File: src/rtl/rv32_pkg.sv
// Shared RV32I definitions: opcode values, bubble encoding, instruction field
// positions and the fetch FSM state type.
package rv32_pkg;

  localparam logic [6:0] R_TYPE  = 7'b0110011;
  localparam logic [6:0] I_TYPE  = 7'b0010011;
  localparam logic [6:0] STORE   = 7'b0100011;
  localparam logic [6:0] LOAD    = 7'b0000011;
  localparam logic [6:0] BRANCH  = 7'b1100011;
  localparam logic [6:0] JALR    = 7'b1100111;
  localparam logic [6:0] JAL     = 7'b1101111;
  localparam logic [6:0] AUIPC   = 7'b0010111;
  localparam logic [6:0] LUI     = 7'b0110111;
  localparam logic [6:0] FENCES  = 7'b0001111;
  localparam logic [6:0] SYSCALL = 7'b1110011;

  // addi x0,x0,0 : decodes as I_TYPE with rs1=rs2=0, so it never interlocks
  localparam logic [31:0] NOP_INSTR = 32'h0000_0013;

  localparam int OPCODE_LSB = 0;
  localparam int OPCODE_MSB = 6;
  localparam int RS1_LSB    = 15;
  localparam int RS1_MSB    = 19;
  localparam int RS2_LSB    = 20;
  localparam int RS2_MSB    = 24;

  typedef enum logic {
    FS_BOOT = 1'b0,
    FS_RUN  = 1'b1
  } fetch_state_e;

endpackage

File: src/rtl/fetch_stage_if_id_reg.sv
// IF/ID pipeline register: valid/pc/instr with flush-to-bubble, load and hold.
// Priority is reset > flush > load > hold.
module if_id_reg
  import rv32_pkg::*;
#(
  parameter int          XLEN   = 32,
  parameter logic [31:0] BUBBLE = NOP_INSTR
) (
  input  logic            clock,
  input  logic            reset,
  input  logic            flush,
  input  logic            load,
  input  logic [XLEN-1:0] pc_in,
  input  logic [31:0]     instr_in,
  output logic            valid,
  output logic [XLEN-1:0] pc,
  output logic [31:0]     instr
);

  logic            valid_q, valid_d;
  logic [XLEN-1:0] pc_q, pc_d;
  logic [31:0]     instr_q, instr_d;

  always_comb begin
    valid_d = valid_q;
    pc_d    = pc_q;
    instr_d = instr_q;
    if (flush) begin
      valid_d = 1'b0;
      pc_d    = '0;
      instr_d = BUBBLE;
    end else if (load) begin
      valid_d = 1'b1;
      pc_d    = pc_in;
      instr_d = instr_in;
    end
  end

  always_ff @(posedge clock) begin
    if (reset) begin
      valid_q <= 1'b0;
      pc_q    <= '0;
      instr_q <= BUBBLE;
    end else begin
      valid_q <= valid_d;
      pc_q    <= pc_d;
      instr_q <= instr_d;
    end
  end

  assign valid = valid_q;
  assign pc    = pc_q;
  assign instr = instr_q;

endmodule

File: src/rtl/fetch_stage.sv
// RV32I fetch stage: PC register, BOOT/RUN FSM and IF/ID register with
// redirect > stall > advance priority. Decoded fields feed the interlock.
module fetch_stage
  import rv32_pkg::fetch_state_e;
  import rv32_pkg::FS_BOOT;
  import rv32_pkg::FS_RUN;
#(
  parameter int          XLEN      = 32,
  parameter logic [XLEN-1:0] RESET_PC = '0,
  parameter logic [31:0] NOP_INSTR = rv32_pkg::NOP_INSTR
) (
  input  logic            clock,
  input  logic            reset,
  input  logic            stall,
  input  logic            redirect,
  input  logic [XLEN-1:0] redirect_pc,
  output logic [XLEN-1:0] imem_addr,
  output logic            imem_req,
  input  logic [31:0]     imem_rdata,
  output logic            if_id_valid,
  output logic [XLEN-1:0] if_id_pc,
  output logic [31:0]     if_id_instr,
  output logic [6:0]      if_id_opcode,
  output logic [4:0]      if_id_read_reg1,
  output logic [4:0]      if_id_read_reg2,
  output fetch_state_e    dbg_state
);

  fetch_state_e    state_q, state_d;
  logic [XLEN-1:0] pc_q, pc_d;
  logic            flush, advance;

  always_comb begin
    state_d  = state_q;
    pc_d     = pc_q;
    flush    = 1'b0;
    advance  = 1'b0;
    imem_req = 1'b0;
    case (state_q)
      FS_BOOT: begin
        state_d = FS_RUN;
      end
      FS_RUN: begin
        imem_req = 1'b1;
        // Redirect outranks stall: the wrong-path word must not survive a stall.
        if (redirect) begin
          pc_d  = redirect_pc & ~XLEN'(3);
          flush = 1'b1;
        end else if (!stall) begin
          pc_d    = pc_q + XLEN'(4);
          advance = 1'b1;
        end
      end
      default: state_d = FS_BOOT;
    endcase
  end

  always_ff @(posedge clock) begin
    if (reset) begin
      state_q <= FS_BOOT;
      pc_q    <= RESET_PC;
    end else begin
      state_q <= state_d;
      pc_q    <= pc_d;
    end
  end

  if_id_reg #(
    .XLEN   (XLEN),
    .BUBBLE (NOP_INSTR)
  ) u_if_id (
    .clock    (clock),
    .reset    (reset),
    .flush    (flush),
    .load     (advance),
    .pc_in    (pc_q),
    .instr_in (imem_rdata),
    .valid    (if_id_valid),
    .pc       (if_id_pc),
    .instr    (if_id_instr)
  );

  assign imem_addr       = pc_q;
  assign if_id_opcode    = if_id_instr[rv32_pkg::OPCODE_MSB:rv32_pkg::OPCODE_LSB];
  assign if_id_read_reg1 = if_id_instr[rv32_pkg::RS1_MSB:rv32_pkg::RS1_LSB];
  assign if_id_read_reg2 = if_id_instr[rv32_pkg::RS2_MSB:rv32_pkg::RS2_LSB];
  assign dbg_state       = state_q;

endmodule

File: config.mk
export PLATFORM = sky130hd
export DESIGN_NAME = fetch_stage
export DESIGN_NICKNAME = d
export VERILOG_FILES = /design/src/rtl/rv32_pkg.sv /design/src/rtl/fetch_stage_if_id_reg.sv /design/src/rtl/fetch_stage.sv
export SDC_FILE = /design/constraint.sdc
export NUM_CORES = 1
export LEC_CHECK = 0
export CORE_UTILIZATION = 33
export CTS_CLUSTER_DIAMETER = 200
export DETAILED_ROUTE_END_ITERATION = 7
export DONT_BUFFER_PORTS = 1
export GPL_TIMING_DRIVEN = 1
export PLACE_DENSITY = 0.44
export SLEW_MARGIN = 25
export SYNTH_ARGS = -nofsm -noshare
export SYNTH_HDL_FRONTEND = slang
export SYNTH_HIERARCHICAL = 1
export SYNTH_SLANG_ARGS = --single-unit
File: constraint.sdc
create_clock -name clock -period 3.03 [get_ports clock]
set_clock_uncertainty 0.1 [all_clocks]
set_input_delay 0.606 -clock clock [delete_from_list [all_inputs] [get_ports clock]]
set_output_delay 0.606 -clock clock [all_outputs]
set_load 0.005 [all_outputs]
# After elaboration in Yosys (flattened, before gate mapping)
# Index checks and enable logic that the tools add are counted.
[word_totals] reg_bits=98 in_bits=68 output_inout_bits=116 word_cells=18
[op_classes] add_sub_neg=1 eq_ne=1 muxes=9 reduce_logical=2
[op_table] cell="$mux 32" count=2
[op_table] cell="$add 32x3->32 const B" count=1
[op_table] cell="$mux 1" count=7
[op_table] cell="$ne 2x1->1 const B" count=1
[op_table] cell="$reduce_and 2->1" count=1
[op_table] cell="$reduce_or 2->1" count=1

# Logic depth before layout (Yosys ltp)
# Gate-level depths: netlist of run 1.
[depth] ltp_word=3 mapped_depth=9 ltp_nobuf=6

# Hierarchy
# The synthesis of run 1 kept the hierarchy.
[by_module_without_submodules] mod="if_id_reg" n_inst=1 cells_each=211 area_per_inst_um2=2336.0 seq_area_each_um2=1301.2
[by_module_without_submodules] mod="fetch_stage" n_inst=1 cells_each=294 area_per_inst_um2=2172.1 seq_area_each_um2=620.6

# Least setup slack after synthesis of run 1
# Ideal clock, no wire load.
[synth_path] kind="reg2reg" startpoint="register pc_q[2] (netlist: imem_addr[2])" endpoint="register pc_q[22] (netlist: imem_addr[22])" setup_time_ns=0.071 arrival_ns=2.021 required_ns=2.859 slack_ns=0.839 stages_incl_launch_ff=8 path_buffers=1 period_less_slack_ns=2.191 path_cell_list="dfxtp_1 -> ha_1 -> nand3_1 -> or4_4 -> buf_6 -> nor2_4 -> or4b_1 -> a21oi_1"
[synth_between] elab_chain_cells=3
[synth_lines] item="from (decl)" line="fetch_stage.sv:30" text="logic [XLEN-1:0] pc_q, pc_d;"
[synth_lines] item="from (signal assigned)" line="fetch_stage.sv:64" text="pc_q <= pc_d;"
[synth_lines] item="$add 32x3->32" line="fetch_stage.sv:50" text="pc_d = pc_q + XLEN'(4);"
[synth_lines] item="$mux 32" line="fetch_stage.sv:49" text="end else if (!stall) begin"
[synth_lines] item="$mux 32" line="fetch_stage.sv:46" text="if (redirect) begin"
# No other way between the ends. The select of a mux whose other input is x is not followed.
# A chain may end at the register's enable or synchronous reset.

# Final worst setup path of run 1
[layout_path] startpoint="register pc_q[2] (netlist: imem_addr[2])" endpoint="register pc_q[24] (netlist: imem_addr[24])"
# Same word-level chain as after synthesis.

==> results.json, run 1 <==
{
  "ys_ff_latch": 96,
  "placed_cells": 647,
  "dpl.hpwl_um": 8350,
  "ff2ff_setup_slack_ps": 570,
  "period_share_pct": 81.2,
  "root_buffer": "clkbuf_16",
  "final_nets": 551,
  "crit_path_top_delay_cell": "or4_4",
  "syn2layout_area_growth_pct": 7.13,
  "ys_types": 56,
  "grt_overflow": 0,
  "grt_max_degree": 63,
  "gp_congestion": 0.754,
  "clock_latency_ps": 350,
  "cts_buffers": 9,
  "post_cts_buffers": 0,
  "path_clk_slew_ps": 70,
  "r2r-end": "imem_addr[24]",
  "clock_path_buffers": 2,
  "final_util_pct": 36.3,
  "first_global_vias": 3425,
  "vdd_ir_drop_max_v": 0.000236,
  "endpoint_kind": "flip-flop",
  "synth_top_area_share_pct": 42.6,
  "drive_gt1_share_pct": 8.83,
  "vias": 3563,
  "start_util_pct": 33.9,
  "outcome": "finished, final reports clean",
  "reg2reg_depth": 6,
  "layout.area.seq_sq_um": 1920,
  "dr.pass1.iters": 5,
  "die_y_um": 119,
  "crit_end": "imem_addr[24]",
  "drv_slew": 0,
  "cts_tree": "yes",
  "synth_edf_count": 0,
  "arrival_ps": 2600,
  "fin_crit_ps": 2460,
  "io_pins": 184,
  "cts.sink_count": 96,
  "ys_top_cells_by_area": "dfxtp_1 (43%), mux2i_1 (15%), nor2_1 (7.3%), buf_4 (4.0%), nand2_1 (2.8%)",
  "tightest_slew_ps": 716,
  "die_w_um": 119,
  "rr_startpoint": "imem_addr[2]",
  "synth-seq-area-share_pct": 42.6,
  "maxSlewHeadroom_pct": 52.3,
  "rsz0062_at_grt": "no",
  "netlist_instances": 505,
  "drt_wl_total_um": 12200,
  "fillers": 1373,
  "fin_cells": 664,
  "hold_viol": 0,
  "async_reset_ff_share_pct": 0,
  "wl_per_cell_um": 18.4,
  "crit_chain": "ha_1 -> nand3_1 -> or4_4 -> nor3_4 -> a21oi_1 -> a211o_1",
  "grt_pass1_wl_um": 19000,
  "max-cap-violations": 0,
  "criticalPathCategory": "reg2reg",
  "antenna_found_initial": 1,
  "yosysMostFrequentCell": "dfxtp_1",
  "required_ps": 3170,
  "synth_flop_cell": "dfxtp_1",
  "ys_warn_count": 6,
  "synth_common_cells": "dfxtp_1 (96), nor2_1 (88), mux2i_1 (68)",
  "cp_max_fo": 8,
  "floorplan.rows": 42,
  "drt_iter0_markers": 233,
  "slowest_delay_ps": 680,
  "hp-class": "in2reg",
  "setup_violations": 0,
  "dieArea_sq_um": 14100,
  "p_per_area_nw_per_um2": 567,
  "yosys.area.top_type": "dfxtp_1",
  "grt_use_total_pct": 17.6,
  "portBuffers": 0,
  "syn_area_sq_um": 4510,
  "post_cts_resized": 0,
  "drt-vias-per-instance": 5.37,
  "ant_nets": 0,
  "startpoint": "imem_addr[2]",
  "fmax_ghz": 0.406,
  "multi_input_area_sq_um": 2210,
  "htreeDepth": 3,
  "drcViolationCount": 0,
  "core_sq_um": 13300,
  "postCtsHoldBufs": 0,
  "cp-start-kind": "flip-flop",
  "leakagePower_nw": 1.66,
  "fin_setup_tns_ps": 0,
  "synth_area_per_cell_sq_um": 8.93
}
metrics by stage:
stage	cell area [sq um]	setup slack, ps	power [mW]	hold slack [ps]
CTS	4830	560	2.79	205
finish	4830	569	2.74	225
global placement	4520	614	1.58	375
detailed placement	4520	581	1.59	387
global route	4830	450	2.86	209
floorplan	4520	839	1.56	358
cell type report:
class	count	area share, %
Sequential cell	96	39.8
Clock buffer	11	5.23
Inverter	8	0.648
Tap cell	176	4.56
Timing Repair Buffer	15	2.85
Antenna cell	1	0.0518
Clock inverter	5	1.14
Multi-Input combinational cell	352	45.7
how the worst min path moves through the flow:
| stage | start | endpoint | slack [ps] | depth (start not counted) |
|---|---|---|---|---|
| floorplan | u_if_id/valid | u_if_id/valid | 360 | 2 |
| global placement | u_if_id/valid | u_if_id/valid | 370 | 2 |
| detailed placement | u_if_id/valid | u_if_id/valid | 390 | 2 |
| CTS | reset | imem_addr[22] | 210 | 1 |
| global route | reset | imem_addr[22] | 210 | 1 |
| finish | reset | imem_addr[23] | 220 | 1 |
where the power goes:
group | switching (mW) | total (mW) | internal, mW
combinational | 0.112 | 0.198 | 0.0857
clock | 0.498 | 1.18 | 0.682
sequential | 0.0600 | 1.36 | 1.30
cells in the final DEF, fill, tap and decap left out, types with 2 or more instances in the layout:
cell / netlist / final
nand3_1: 13 / 13
or3_1: 8 / 8
clkbuf_16: 0 / 9
nor2_1: 88 / 88
nor3_1: 13 / 13
a22oi_1: 3 / 3
nand2b_1: 3 / 3
mux2i_1: 68 / 68
and3_1: 6 / 6
a211oi_1: 5 / 5
buf_12: 0 / 2
o221a_2: 2 / 2
nand4_1: 9 / 9
a21oi_1: 22 / 22
a2bb2oi_1: 3 / 3
clkinvlp_4: 0 / 2
o22ai_1: 3 / 3
mux2_2: 2 / 2
or4_1: 2 / 2
and4_1: 3 / 3
buf_4: 24 / 13
a31oi_1: 5 / 5
nand2_1: 34 / 34
clkinv_2: 0 / 3
dfxtp_1: 96 / 96
clkbuf_8: 0 / 2
nor2b_1: 3 / 3
a21o_1: 4 / 4
o31ai_1: 6 / 6
inv_1: 7 / 6
o21ai_0: 17 / 16
conb_1: 1 / 4
a32o_1: 3 / 3
kinds of logic after synthesis:
| family | share of synthesized area [%] |
|---|---|
| buf+inv | 8.69 |
| compound gates | 12.4 |
| fa+ha+maj | 0.278 |
| mux | 15.6 |
| flops | 42.6 |
| other cells | 0.0832 |
| simple gates | 20.4 |
layer usage:
layer	track usage (%)	part of all wire [%]	up-vias
met1	22.4	46	1685
met4	7.99	1.5	0
met2	27.2	45	146
li1	-	-	1719
met5	0	0	-
met3	5.32	7.7	13
critical path, delay by kind of cell (launching register included):
| kind | cells | cell delay, ps |
|---|---|---|
| AOI/OAI and AO/OA | 2 | 340 |
| adders and majority gates | 1 | 280 |
| DFF | 1 | 460 |
| and+or+nand+nor | 3 | 1170 |
flip-flops by register name (all words and copies together), names as in the netlist:
| register | flops |
|---|---|
| u_if_id/valid | 1 |
| u_if_id/pc | 32 |
| u_if_id/instr | 32 |
| imem_addr | 30 |
| dbg_state | 1 |
Note: power is estimated with default switching activity, not from simulation.
==> inputs of run 2 (changes only) <==
PLACE_DENSITY = 0.45   (was 0.44)
clock period = 2.06 ns   (was 3.03 ns; I/O delays follow)
==> run 2 against run 1 <==
Non-clock buffer count rose by 29; clock power rose by 43%; sequential share of layout area fell by 1.7 points; maximum frequency rose by 25%; die area did not move; total power rose by 47%; wire length rose by 1.6%; sequential power rose by 46%; final area rose by 5.1%; register-to-register slack got worse by 470 ps; setup slack got worse by 470 ps; highest routed layer unchanged.
==> results.json, run 2 (synthesis results as in run 1) <==
{
  "grt_max_degree": 63,
  "slowest_delay_ps": 580,
  "arrival_ps": 2150,
  "drv_slew": 0,
  "rsz0062_at_grt": "no",
  "drt-vias-per-instance": 5.30,
  "wl_per_cell_um": 17.9,
  "fillers": 1369,
  "crit_chain": "inv_1 -> or4_1 -> or4_1 -> a21o_1 -> a21oi_1",
  "core_sq_um": 13300,
  "vdd_ir_drop_max_v": 0.000343,
  "layout.area.seq_sq_um": 1930,
  "crit_path_top_delay_cell": "or4_1",
  "cp_max_fo": 4,
  "drt_iter0_markers": 168,
  "leakagePower_nw": 1.82,
  "path_clk_slew_ps": 70,
  "clock_path_buffers": 2,
  "drt_wl_total_um": 12400,
  "dpl.hpwl_um": 8760,
  "criticalPathCategory": "reg2reg",
  "required_ps": 2250,
  "final_util_pct": 38.2,
  "die_w_um": 119,
  "fin_crit_ps": 1970,
  "antenna_found_initial": 1,
  "floorplan.rows": 42,
  "ant_nets": 0,
  "syn2layout_area_growth_pct": 12.6,
  "dr.pass1.iters": 4,
  "start_util_pct": 33.9,
  "tightest_slew_ps": 658,
  "dieArea_sq_um": 14100,
  "portBuffers": 0,
  "first_global_vias": 3587,
  "grt_use_total_pct": 18.1,
  "path_buf_inv": 1,
  "setup_violations": 0,
  "path_common_cell": "or4_1",
  "final_common_cell": "dfxtp_1",
  "vias": 3670,
  "placed_area_sq_um": 4750,
  "outcome": "finished, final reports clean",
  "grt_pass1_wl_um": 19700,
  "maxSlewHeadroom_pct": 56.1,
  "drcViolationCount": 0,
  "pre_cts_ws_ps": 53.3,
  "power_mw": 4.02,
  "design_area_sq_um": 5080,
  "cts.sink_count": 96,
  "fmax_ghz": 0.509,
  "hp-class": "in2reg",
  "path_delay_family": "simple AND/OR/NAND/NOR gates",
  "hold_viol": 0,
  "postCtsHoldBufs": 0,
  "die_y_um": 119,
  "final_nets": 580,
  "htreeDepth": 3,
  "multi_input_area_sq_um": 2240,
  "gp_congestion": 0.789,
  "drive_gt1_share_pct": 15.1,
  "period_share_pct": 95.4,
  "cts_buffers": 9,
  "io_pins": 184,
  "cts_tree": "yes",
  "grt_overflow": 0,
  "fin_setup_tns_ps": 0,
  "setup_slack_ps": 94.8,
  "root_buffer": "clkbuf_16",
  "max-cap-violations": 0,
  "endpoint_kind": "flip-flop",
  "clock_latency_ps": 350,
  "cp-start-kind": "flip-flop",
  "final_cell_mix": "dfxtp_1 (92), nor2_1 (88), mux2i_1 (68)",
  "p_per_area_nw_per_um2": 791
}
==> run 2: what timing repair did <==
action                                 in CTS  in global routing
setup buffers                               0                  1
setup endpoints to repair                   0                  6
gates resized for setup                     0                  5
endpoints found under the hold margin       0                  0
==> run 2: area by class of cell <==
class	count	area share, %
Antenna cell	1	0.0493
Clock buffer	10	4.51
Clock inverter	6	1.36
Inverter	8	0.641
Multi-Input combinational cell	352	44.1
Sequential cell	96	38.0
Tap cell	176	4.34
Timing Repair Buffer	44	7.00
==> run 2: worst paths after layout <==
path,to,startpoint,slack [ps],depth (start not counted)
setup / recovery,imem_addr[15],imem_addr[12],90,5
hold / removal,imem_addr[23],reset,30,1
setup reg to reg,imem_addr[15],imem_addr[12],90,5
hold reg to reg,u_if_id/valid,u_if_id/valid,390,2
==> run 2: per-layer routing <==
metal  vias up  wire, um  track usage [%]  part of all wire, %
met1      1731      5560             22.8                   45
met2       150      5770             29.8                   46
met3        12       892             4.36                  7.2
li1       1777         -                -                    -
met5         -         0                0                    0
met4         0       195             6.96                  1.6
==> run 2: stage by stage <==
stage	hold WS [ps]	instances
3_3_place_gp	373	675
3_5_place_dp	383	675
2_1_floorplan	358	508
5_1_grt	12.9	692
4_1_cts	4.73	691
6_report	31.1	693
==> run 2: worst register-to-register path, cell delays in order (launching register included) <==
cell and delay (ps):
dfxtp_1 370, inv_1 120, or4_1 580, or4_1 420, a21o_1 190, a21oi_1 120
==> run 2: power by group <==
group / total (mW) / internal, mW / switching, mW / leakage (nW)
sequential: 1.98 / 1.91 / 0.0623 / 0.782
combinational: 0.356 / 0.155 / 0.201 / 0.894
clock: 1.69 / 0.948 / 0.738 / 0.143
total: 4.02 / 3.02 / 1.00 / 1.82
==> inputs of run 3 (changes only) <==
CELL_PAD_IN_SITES_DETAIL_PLACEMENT = 0   (was default)
CELL_PAD_IN_SITES_GLOBAL_PLACEMENT = 1   (was default)
PLACE_DENSITY = 0.6   (was 0.45)
==> run 3 against run 2 <==
Sequential cell count is the same; global-route usage grew 1.1 points; count of clock-buffer cells in the layout grew 3; sequential share of layout area grew 0.16 points; total power shrank 3.3%; register-to-register slack lost 20 ps; final area is essentially flat; highest routed layer unchanged; critical path depth is the same.
==> results.json, run 3 (synthesis results as in run 1) <==
{
  "outcome": "finished, final reports clean",
  "grt_use_total_pct": 19.2,
  "hp-class": "in2reg",
  "top_layer_used": "met4",
  "placed_cells": 674,
  "cts.sink_count": 96,
  "leakagePower_nw": 1.81,
  "setup_violations": 0,
  "htreeDepth": 3,
  "start_util_pct": 33.9,
  "final_util_pct": 38.2,
  "final_nets": 580,
  "final_common_cell": "nor2_1",
  "vdd_ir_drop_max_v": 0.000353,
  "drt-vias-per-instance": 5.31,
  "fin_cells": 690,
  "hold_viol": 0,
  "portBuffers": 0,
  "drt_wl_total_um": 13100,
  "drive_gt1_share_pct": 15.6,
  "criticalPathCategory": "reg2reg",
  "clock_latency_ps": 340,
  "cts_tree": "yes",
  "cp_max_fo": 6,
  "final_cell_mix": "nor2_1 (88), dfxtp_1 (87), mux2i_1 (68)",
  "grt_overflow": 0,
  "core_sq_um": 13300,
  "die_y_um": 119,
  "drt_iter0_markers": 194,
  "syn2layout_area_growth_pct": 12.5,
  "setup_slack_ps": 74.2,
  "period_share_pct": 96.4,
  "fin_crit_ps": 1990,
  "dpl.hpwl_um": 9610,
  "drv_slew": 0,
  "fmax_ghz": 0.504,
  "grt_max_degree": 49,
  "die_w_um": 119,
  "pre_cts_ws_ps": -2.88,
  "placed_area_sq_um": 4770,
  "gp_congestion": 0.799,
  "drcViolationCount": 0,
  "met3WireLength_um": 990,
  "vias": 3662,
  "path_clk_slew_ps": 60,
  "first_global_vias": 3678,
  "wl_met1_um": 5920,
  "root_buffer": "clkbuf_16",
  "design_area_sq_um": 5070,
  "arrival_ps": 2120,
  "rsz0062_at_grt": "no",
  "endpoint_kind": "flip-flop",
  "dr.pass1.iters": 4,
  "cts_buffers": 9,
  "ant_nets": 0,
  "floorplan.rows": 42,
  "required_ps": 2190,
  "wl_per_cell_um": 19.0,
  "antenna_found_initial": 0,
  "met2WireLength_um": 5950,
  "max-cap-violations": 0,
  "dieArea_sq_um": 14100,
  "cp-start-kind": "flip-flop",
  "grt_pass1_wl_um": 20900,
  "p_per_area_nw_per_um2": 766,
  "io_pins": 184,
  "clock_path_buffers": 2,
  "antenna_cells": 0
}
## run 3: changes by cell type in the layout (fill, tap and decap cells not counted), moves of 2 or more
cell	before	now
dfxtp_1	92	87
dfxtp_2	2	7
buf_12	2	4
clkinv_4	2	0
clkbuf_8	0	2
buf_4	42	40
## run 3: what timing repair did
| action | CTS | global route |
|---|---|---|
| setup endpoints to repair | 3 | 5 |
| setup buffers | 0 | 2 |
| gates resized for setup | 2 | 7 |
| cloned | 0 | 0 |
| hold buffers | 0 | 0 |
| pin swaps | 1 | 2 |
## run 3: report_power, final
part           switching, mW  internal [mW]
combinational          0.203          0.162
clock                  0.665          0.870
sequential            0.0689           1.91
## run 3: per-stage QoR
stage,TNS (ps),hold WS (ps),total power [mW]
after global placement,0,390,2.38
after global routing,0,17.3,4.09
after floorplan,0,358,2.29
after detailed placement,-2.88,391,2.39
after CTS,0,15.7,3.96
final,0,40.1,3.88
## run 3: routing by layer
layer	vias up	GRT usage (%)
met5	-	0
met4	0	9.02
met3	16	5.70
met2	149	30.0
met1	1725	24.3
li1	1772	-
## run 3: path summary, 6_finish.rpt
path | slack [ps] | endpoint | cells past startpoint | startpoint
min | 40 | imem_addr[26] | 1 | reset
max | 70 | imem_addr[24] | 5 | imem_addr[11]
max reg2reg | 70 | imem_addr[24] | 5 | imem_addr[11]
min reg2reg | 420 | u_if_id/valid | 2 | u_if_id/valid
## run 3: cell type report
type / instances / area [sq um]
clock buffers: 13 / 260
clock inverters: 1 / 5.00
fillers: 1367 / 8220
inverters: 8 / 32.5
multi-input cells: 352 / 2240
flip-flops and latches: 96 / 1940
well taps: 176 / 220
repair buffers: 44 / 380
## run 3: critical path, cell delays in order, from the launching register on
cell and delay, ps:
dfxtp_2 350, nand4_4 150, or4_4 620, nor3_4 320
a21oi_1 110, a211o_1 220
